**config.mk**
```make
export PLATFORM = sky130hd
export DESIGN_NAME = pulse_to_level
export DESIGN_NICKNAME = d
export VERILOG_FILES = /design/src/rtl/button_pkg.sv /design/src/rtl/sat_counter.sv /design/src/rtl/pulse_to_level.sv
export SDC_FILE = /design/constraint.sdc
export NUM_CORES = 1
export LEC_CHECK = 0
export ABC_AREA = 0
export CELL_PAD_IN_SITES_DETAIL_PLACEMENT = 1
export CELL_PAD_IN_SITES_GLOBAL_PLACEMENT = 2
export CORE_AREA = 4 4 51 58
export DETAILED_ROUTE_END_ITERATION = 12
export DIE_AREA = 0 0 55 62
export PLACE_DENSITY_LB_ADDON = 0.1
export SETUP_SLACK_MARGIN = 0.2
export SYNTH_ARGS = -nofsm -noshare
export SYNTH_HDL_FRONTEND = slang
export SYNTH_SLANG_ARGS = --single-unit
```
**constraint.sdc**
```tcl
create_clock -name clk -period 2.3 [get_ports clk]
set_input_delay 0.46 -clock clk [delete_from_list [all_inputs] [get_ports clk]]
set_output_delay 0.46 -clock clk [all_outputs]
set_load 0.02 [all_outputs]
```
**src/rtl/button_pkg.sv**
```systemverilog
// Shared definitions for the button event path: FSM state encoding and the
// default LED indication timing used by pulse_to_level.
package button_pkg;

   typedef logic [1:0] state_t;

   localparam state_t S_IDLE = 2'd0;
   localparam state_t S_HOLD = 2'd1;
   localparam state_t S_GAP  = 2'd2;

   localparam int DEF_HOLD_CYCLES = 4;
   localparam int DEF_GAP_CYCLES  = 2;
   localparam int DEF_PEND_W      = 3;

   function automatic int max_int(input int a, input int b);
      return (a > b) ? a : b;
   endfunction

endpackage

```
**src/rtl/sat_counter.sv**
```systemverilog
// Up/down counter that saturates at both ends; a blocked increment at the top
// raises a one-cycle overflow flag. Simultaneous inc and dec cancel.
module sat_counter #(
   parameter int W = 3
) (
   input  logic         clk,
   input  logic         rst_n,
   input  logic         i_inc,
   input  logic         i_dec,
   output logic [W-1:0] o_cnt,
   output logic         o_overflow
);

   localparam logic [W-1:0] CNT_MAX = '1;

   logic [W-1:0] r_cnt;
   logic         r_overflow;

   // NOTE: sequential state uses non-blocking assignments so every register
   // samples the pre-edge values of the others, independent of block order.
   always_ff @(posedge clk or negedge rst_n) begin
      if (!rst_n) begin
         r_cnt      <= '0;
         r_overflow <= 1'b0;
      end else begin
         r_overflow <= 1'b0;
         if (i_inc && !i_dec) begin
            if (r_cnt == CNT_MAX) r_overflow <= 1'b1;
            else                  r_cnt      <= r_cnt + 1'b1;
         end else if (i_dec && !i_inc && (r_cnt != '0)) begin
            r_cnt <= r_cnt - 1'b1;
         end
      end
   end

   assign o_cnt      = r_cnt;
   assign o_overflow = r_overflow;

endmodule

```
**src/rtl/pulse_to_level.sv**
```systemverilog
// Stretches one-clock event pulses into HOLD_CYCLES-wide levels separated by at
// least GAP_CYCLES low cycles; events arriving mid-pulse are queued.
module pulse_to_level
   import button_pkg::*;
#(
   parameter int HOLD_CYCLES = DEF_HOLD_CYCLES,
   parameter int GAP_CYCLES  = DEF_GAP_CYCLES,
   parameter int PEND_W      = DEF_PEND_W
) (
   input  logic              clk,
   input  logic              rst_n,
   input  logic              pulse_in,
   output logic              level_out,
   output logic              busy,
   output logic [PEND_W-1:0] pend_cnt,
   output logic              overflow
);

   localparam int DUR_W = $clog2(max_int(HOLD_CYCLES, GAP_CYCLES) + 1);
   localparam logic [DUR_W-1:0] DUR_HOLD = DUR_W'(HOLD_CYCLES);
   localparam logic [DUR_W-1:0] DUR_GAP  = DUR_W'(GAP_CYCLES);
   localparam logic [DUR_W-1:0] DUR_ONE  = DUR_W'(1);

   state_t           r_state;
   logic [DUR_W-1:0] r_dur;
   logic             r_level;
   logic             r_busy;

   state_t           w_state_nxt;
   logic [DUR_W-1:0] w_dur_nxt;
   logic             w_dur_last;
   logic             w_pend_any;
   logic             w_start_new;
   logic             w_consume;
   logic             w_inc;
   logic [PEND_W-1:0] w_pend_cnt;
   logic             w_overflow;

   assign w_dur_last = (r_dur == DUR_ONE);
   assign w_pend_any = (w_pend_cnt != '0);

   // An idle pulse with an empty queue starts HOLD directly; any other pulse is queued.
   assign w_start_new = (r_state == S_IDLE) && pulse_in && !w_pend_any;
   assign w_inc       = pulse_in && !w_start_new;
   assign w_consume   = w_pend_any &&
                        ((r_state == S_IDLE) || ((r_state == S_GAP) && w_dur_last));

   // NOTE: every always_comb output gets a default first so no path leaves it
   // unassigned, which would otherwise infer a latch.
   always_comb begin
      w_state_nxt = r_state;
      w_dur_nxt   = (r_dur != '0) ? (r_dur - DUR_ONE) : r_dur;
      case (r_state)
         S_IDLE: begin
            w_dur_nxt = '0;
            if (pulse_in || w_pend_any) begin
               w_state_nxt = S_HOLD;
               w_dur_nxt   = DUR_HOLD;
            end
         end
         S_HOLD: begin
            if (w_dur_last) begin
               w_state_nxt = S_GAP;
               w_dur_nxt   = DUR_GAP;
            end
         end
         S_GAP: begin
            if (w_dur_last) begin
               if (w_pend_any) begin
                  w_state_nxt = S_HOLD;
                  w_dur_nxt   = DUR_HOLD;
               end else begin
                  w_state_nxt = S_IDLE;
                  w_dur_nxt   = '0;
               end
            end
         end
         default: begin
            w_state_nxt = S_IDLE;
            w_dur_nxt   = '0;
         end
      endcase
   end

   always_ff @(posedge clk or negedge rst_n) begin
      if (!rst_n) begin
         r_state <= S_IDLE;
         r_dur   <= '0;
         r_level <= 1'b0;
         r_busy  <= 1'b0;
      end else begin
         r_state <= w_state_nxt;
         r_dur   <= w_dur_nxt;
         r_level <= (w_state_nxt == S_HOLD);
         r_busy  <= (w_state_nxt != S_IDLE);
      end
   end

   sat_counter #(
      .W (PEND_W)
   ) u_pend (
      .clk        (clk),
      .rst_n      (rst_n),
      .i_inc      (w_inc),
      .i_dec      (w_consume),
      .o_cnt      (w_pend_cnt),
      .o_overflow (w_overflow)
   );

   assign level_out = r_level;
   assign busy      = r_busy;
   assign pend_cnt  = w_pend_cnt;
   assign overflow  = w_overflow;

endmodule
```
==> flow_summary.json <==
{
  "cts-root-buf": "clkbuf_4",
  "syn2layout_area_growth_pct": 27.2,
  "r2r-end": "u_pend.o_cnt[2]$_DFFE_PN0P_",
  "synth_nets": 89,
  "utilization_pct": 39.4,
  "finClkSkew_ns": 0.00131,
  "cts_tree": "yes",
  "status": "finished clean",
  "path_clk_slew_ns": 0.08,
  "startpoint": "u_pend.o_cnt[2]$_DFFE_PN0P_",
  "fp.dieH_um": 62,
  "cap_violations": 0,
  "drc": 0,
  "fp.dieW_um": 55,
  "synthArstFlopShare_pct": 100,
  "reg2reg_depth": 6,
  "yosys_register_bits": 11,
  "reg2reg_slack_ns": 0.33,
  "synth-seq-area-share_pct": 37.0,
  "critical_path.slowest_cell": "clkdlybuf4s50_1",
  "arrival_ns": 1.52,
  "diodes": 0,
  "grt_first_pass_wirelength_um": 3440,
  "core_mm2": 0.00240,
  "placed_area_um2": 908,
  "wl_per_cell_um": 15.5,
  "critPathBufInv": 1,
  "drive_gt1_share_pct": 18.6,
  "worstSkewPairLatency_ns": 0.27,
  "setup_viol": 0,
  "synth_cell_types": 35,
  "critPathLaunchType": "flip-flop",
  "p_total_mw": 1.34,
  "synth_common_cells": "11 x dfrtp_1, 6 x a21oi_1, 6 x nand2_1, 6 x nor2_1",
  "fill_cells": 297,
  "dr.pass1.iters": 4,
  "finalWirelength_um": 1980,
  "finalNetCount": 105,
  "avgSynthCellArea_um2": 9.08,
  "synth_area_leaders": "dfrtp_1 37%, ha_1 5.0%, a21oi_1 4.0%",
  "cts_inserted_buffers": 3,
  "rows": 19,
  "whs_ns": 0.537,
  "yosysTopAreaCellShare_pct": 37.0,
  "vias": 688,
  "syn_inst": 82,
  "grt.overflow.total": 0,
  "synthMostInstantiatedCell": "dfrtp_1",
  "ant_nets": 0,
  "worst_slew_pin_slew_ns": 0.543,
  "fin_crit_ns": 1.98,
  "maxSlewViolCount": 0,
  "io_buffer_count": 8,
  "period_share_pct": 86.0,
  "synth-edff-count": 0,
  "grt.total_usage_pct": 14.1,
  "antenna_found_initial": 0,
  "yosysWarnings": 0,
  "clkSinkCount": 11,
  "crit_type": "flip-flop to primary output",
  "clockBufferDepth": 2,
  "ioPinCount": 9,
  "finalSetupTns_ns": 0,
  "p_leak_nw": 0.382,
  "hold_buffers": 0,
  "crit_chain": "clkdlybuf4s50_1",
  "hpwl_um": 1510,
  "r2r_start": "r_dur[0]$_DFF_PN0_",
  "seqCellArea_um2": 275,
  "ys.flop_type": "dfrtp_1",
  "multi_input_area_um2": 455,
  "fmax_mhz": 506,
  "min_path_type": "input pin to async pin",
  "grt_max_degree": 12,
  "power.density_mw_per_mm2": 1420,
  "critical_path.max_stage_delay_ns": 0.68,
  "die_area_mm2": 0.00341,
  "crit_path_end_kind": "primary output",
  "critPathTopFamily": "buffers and inverters",
  "vdd_drop_max_mv": 0.504,
  "cp-endpoint": "pend_cnt[2]",
  "final_area_um2": 947,
  "rsz0062_at_grt": "no",
  "viasPerCell": 5.38,
  "required_ns": 1.84,
  "cts_max_level": 1,
  "cp.depth": 1,
  "path_max_fanout": 10,
  "start_util_pct": 31.0,
  "grt_pass1_vias": 712,
  "first_iter_violations": 7,
  "hold_viol": 0,
  "synth_area_um2": 744,
  "globalplace.congestion": 0.718,
  "post-synth-top-area-cell": "dfrtp_1",
  "slew_headroom_pct": 63.7
}
[area by class of cell]
cell class / instances / share of cell area [%]
well taps: 31 / 4.10
inverters: 3 / 1.19
repair buffers: 16 / 14.8
multi-input cells: 63 / 48.1
flip-flops and latches: 11 / 29.1
clock buffers: 4 / 2.77
[sequential cells by signal, indices dropped and copies added (netlist names)]
register	cells
r_dur	3
u_pend.o_cnt	3
r_state	2
busy	1
level_out	1
u_pend.o_overflow	1
[power by group]
part | switching, mW | total [mW] | internal, mW | leakage, nW
Clock | 0.0740 | 0.141 | 0.0671 | 0.0150
Sequential | 0.0973 | 0.377 | 0.280 | 0.126
Combinational | 0.438 | 0.823 | 0.386 | 0.241
Total | 0.609 | 1.34 | 0.733 | 0.382
[routing by layer]
| metal | GRT usage [%] | part of all wire, % |
|---|---|---|
| met3 | 2.63 | 2.3 |
| met4 | 6.25 | 0.96 |
| met2 | 22.5 | 49 |
| met1 | 18.5 | 47 |
| met5 | 0 | 0 |
[kinds of logic (layout without fill, tap and decap cells)]
| logic type | count (synthesis) | in the layout | synth area share [%] |
|---|---|---|---|
| multiplexers | 1 | 1 | 1.34 |
| flip-flops | 11 | 11 | 37.0 |
| buffers and inverters | 8 | 23 | 4.20 |
| AO/OA/AOI/OAI | 29 | 29 | 27.7 |
| XOR/XNOR | 1 | 1 | 1.18 |
| AND/OR/NAND/NOR | 28 | 28 | 20.8 |
| adder cells (fa/ha/maj) | 4 | 4 | 7.73 |
[what timing repair did]
item,4_1_cts,5_1_grt
gates resized for setup,0,4
buffers inserted,0,0
setup endpoints to repair,0,2
[metrics by stage]
step                setup slack [ns]  instances
floorplan                      0.253         82
global placement              0.0894        124
detailed placement            0.0451        124
CTS                            0.234        128
global route                   0.212        128
finish                         0.322        128
[placed cells by master (no fill, tap or decap)]
cell | synthesis | final
a211o_1 | 1 | 1
a211oi_1 | 3 | 3
a21boi_0 | 1 | 1
a21o_1 | 2 | 2
a21oi_1 | 6 | 6
a221oi_1 | 1 | 1
and2b_4 | 1 | 1
buf_4 | 0 | 8
clkbuf_1 | 4 | 1
clkbuf_4 | 0 | 3
clkdlybuf4s50_1 | 0 | 8
dfrtp_1 | 11 | 11
fa_2 | 0 | 1
ha_1 | 3 | 3
inv_1 | 3 | 2
inv_2 | 0 | 1
mux2i_1 | 1 | 1
nand2_1 | 6 | 6
nand2b_1 | 4 | 4
nand3_1 | 1 | 1
nand4_1 | 1 | 1
nor2_1 | 6 | 6
nor3_1 | 3 | 2
nor3_4 | 0 | 1
nor4_1 | 1 | 1
o2111ai_2 | 1 | 1
o211ai_1 | 3 | 3
o21a_1 | 1 | 1
o21ai_0 | 2 | 2
o21ai_1 | 2 | 1
o21ai_2 | 0 | 1
o21bai_1 | 1 | 1
o22ai_1 | 2 | 2
o2bb2ai_1 | 1 | 1
o311a_1 | 2 | 2
or3_1 | 2 | 2
or3b_4 | 1 | 1
or4_1 | 1 | 1
or4bb_1 | 1 | 1
xnor2_1 | 1 | 1
[how the worst min path moves through the flow]
stage	startpoint	endpoint	cells after the start
final	rst_n	u_pend.o_cnt[2]$_DFFE_PN0P_	1
after detailed placement	r_dur[0]$_DFF_PN0_	r_dur[0]$_DFF_PN0_	3
after global placement	r_dur[0]$_DFF_PN0_	r_dur[0]$_DFF_PN0_	3
after floorplan	rst_n	busy$_DFF_PN0_	0
after CTS	rst_n	r_dur[1]$_DFF_PN0_	1
after global routing	rst_n	busy$_DFF_PN0_	1
No activity file was read; power rests on OpenSTA's default activity.
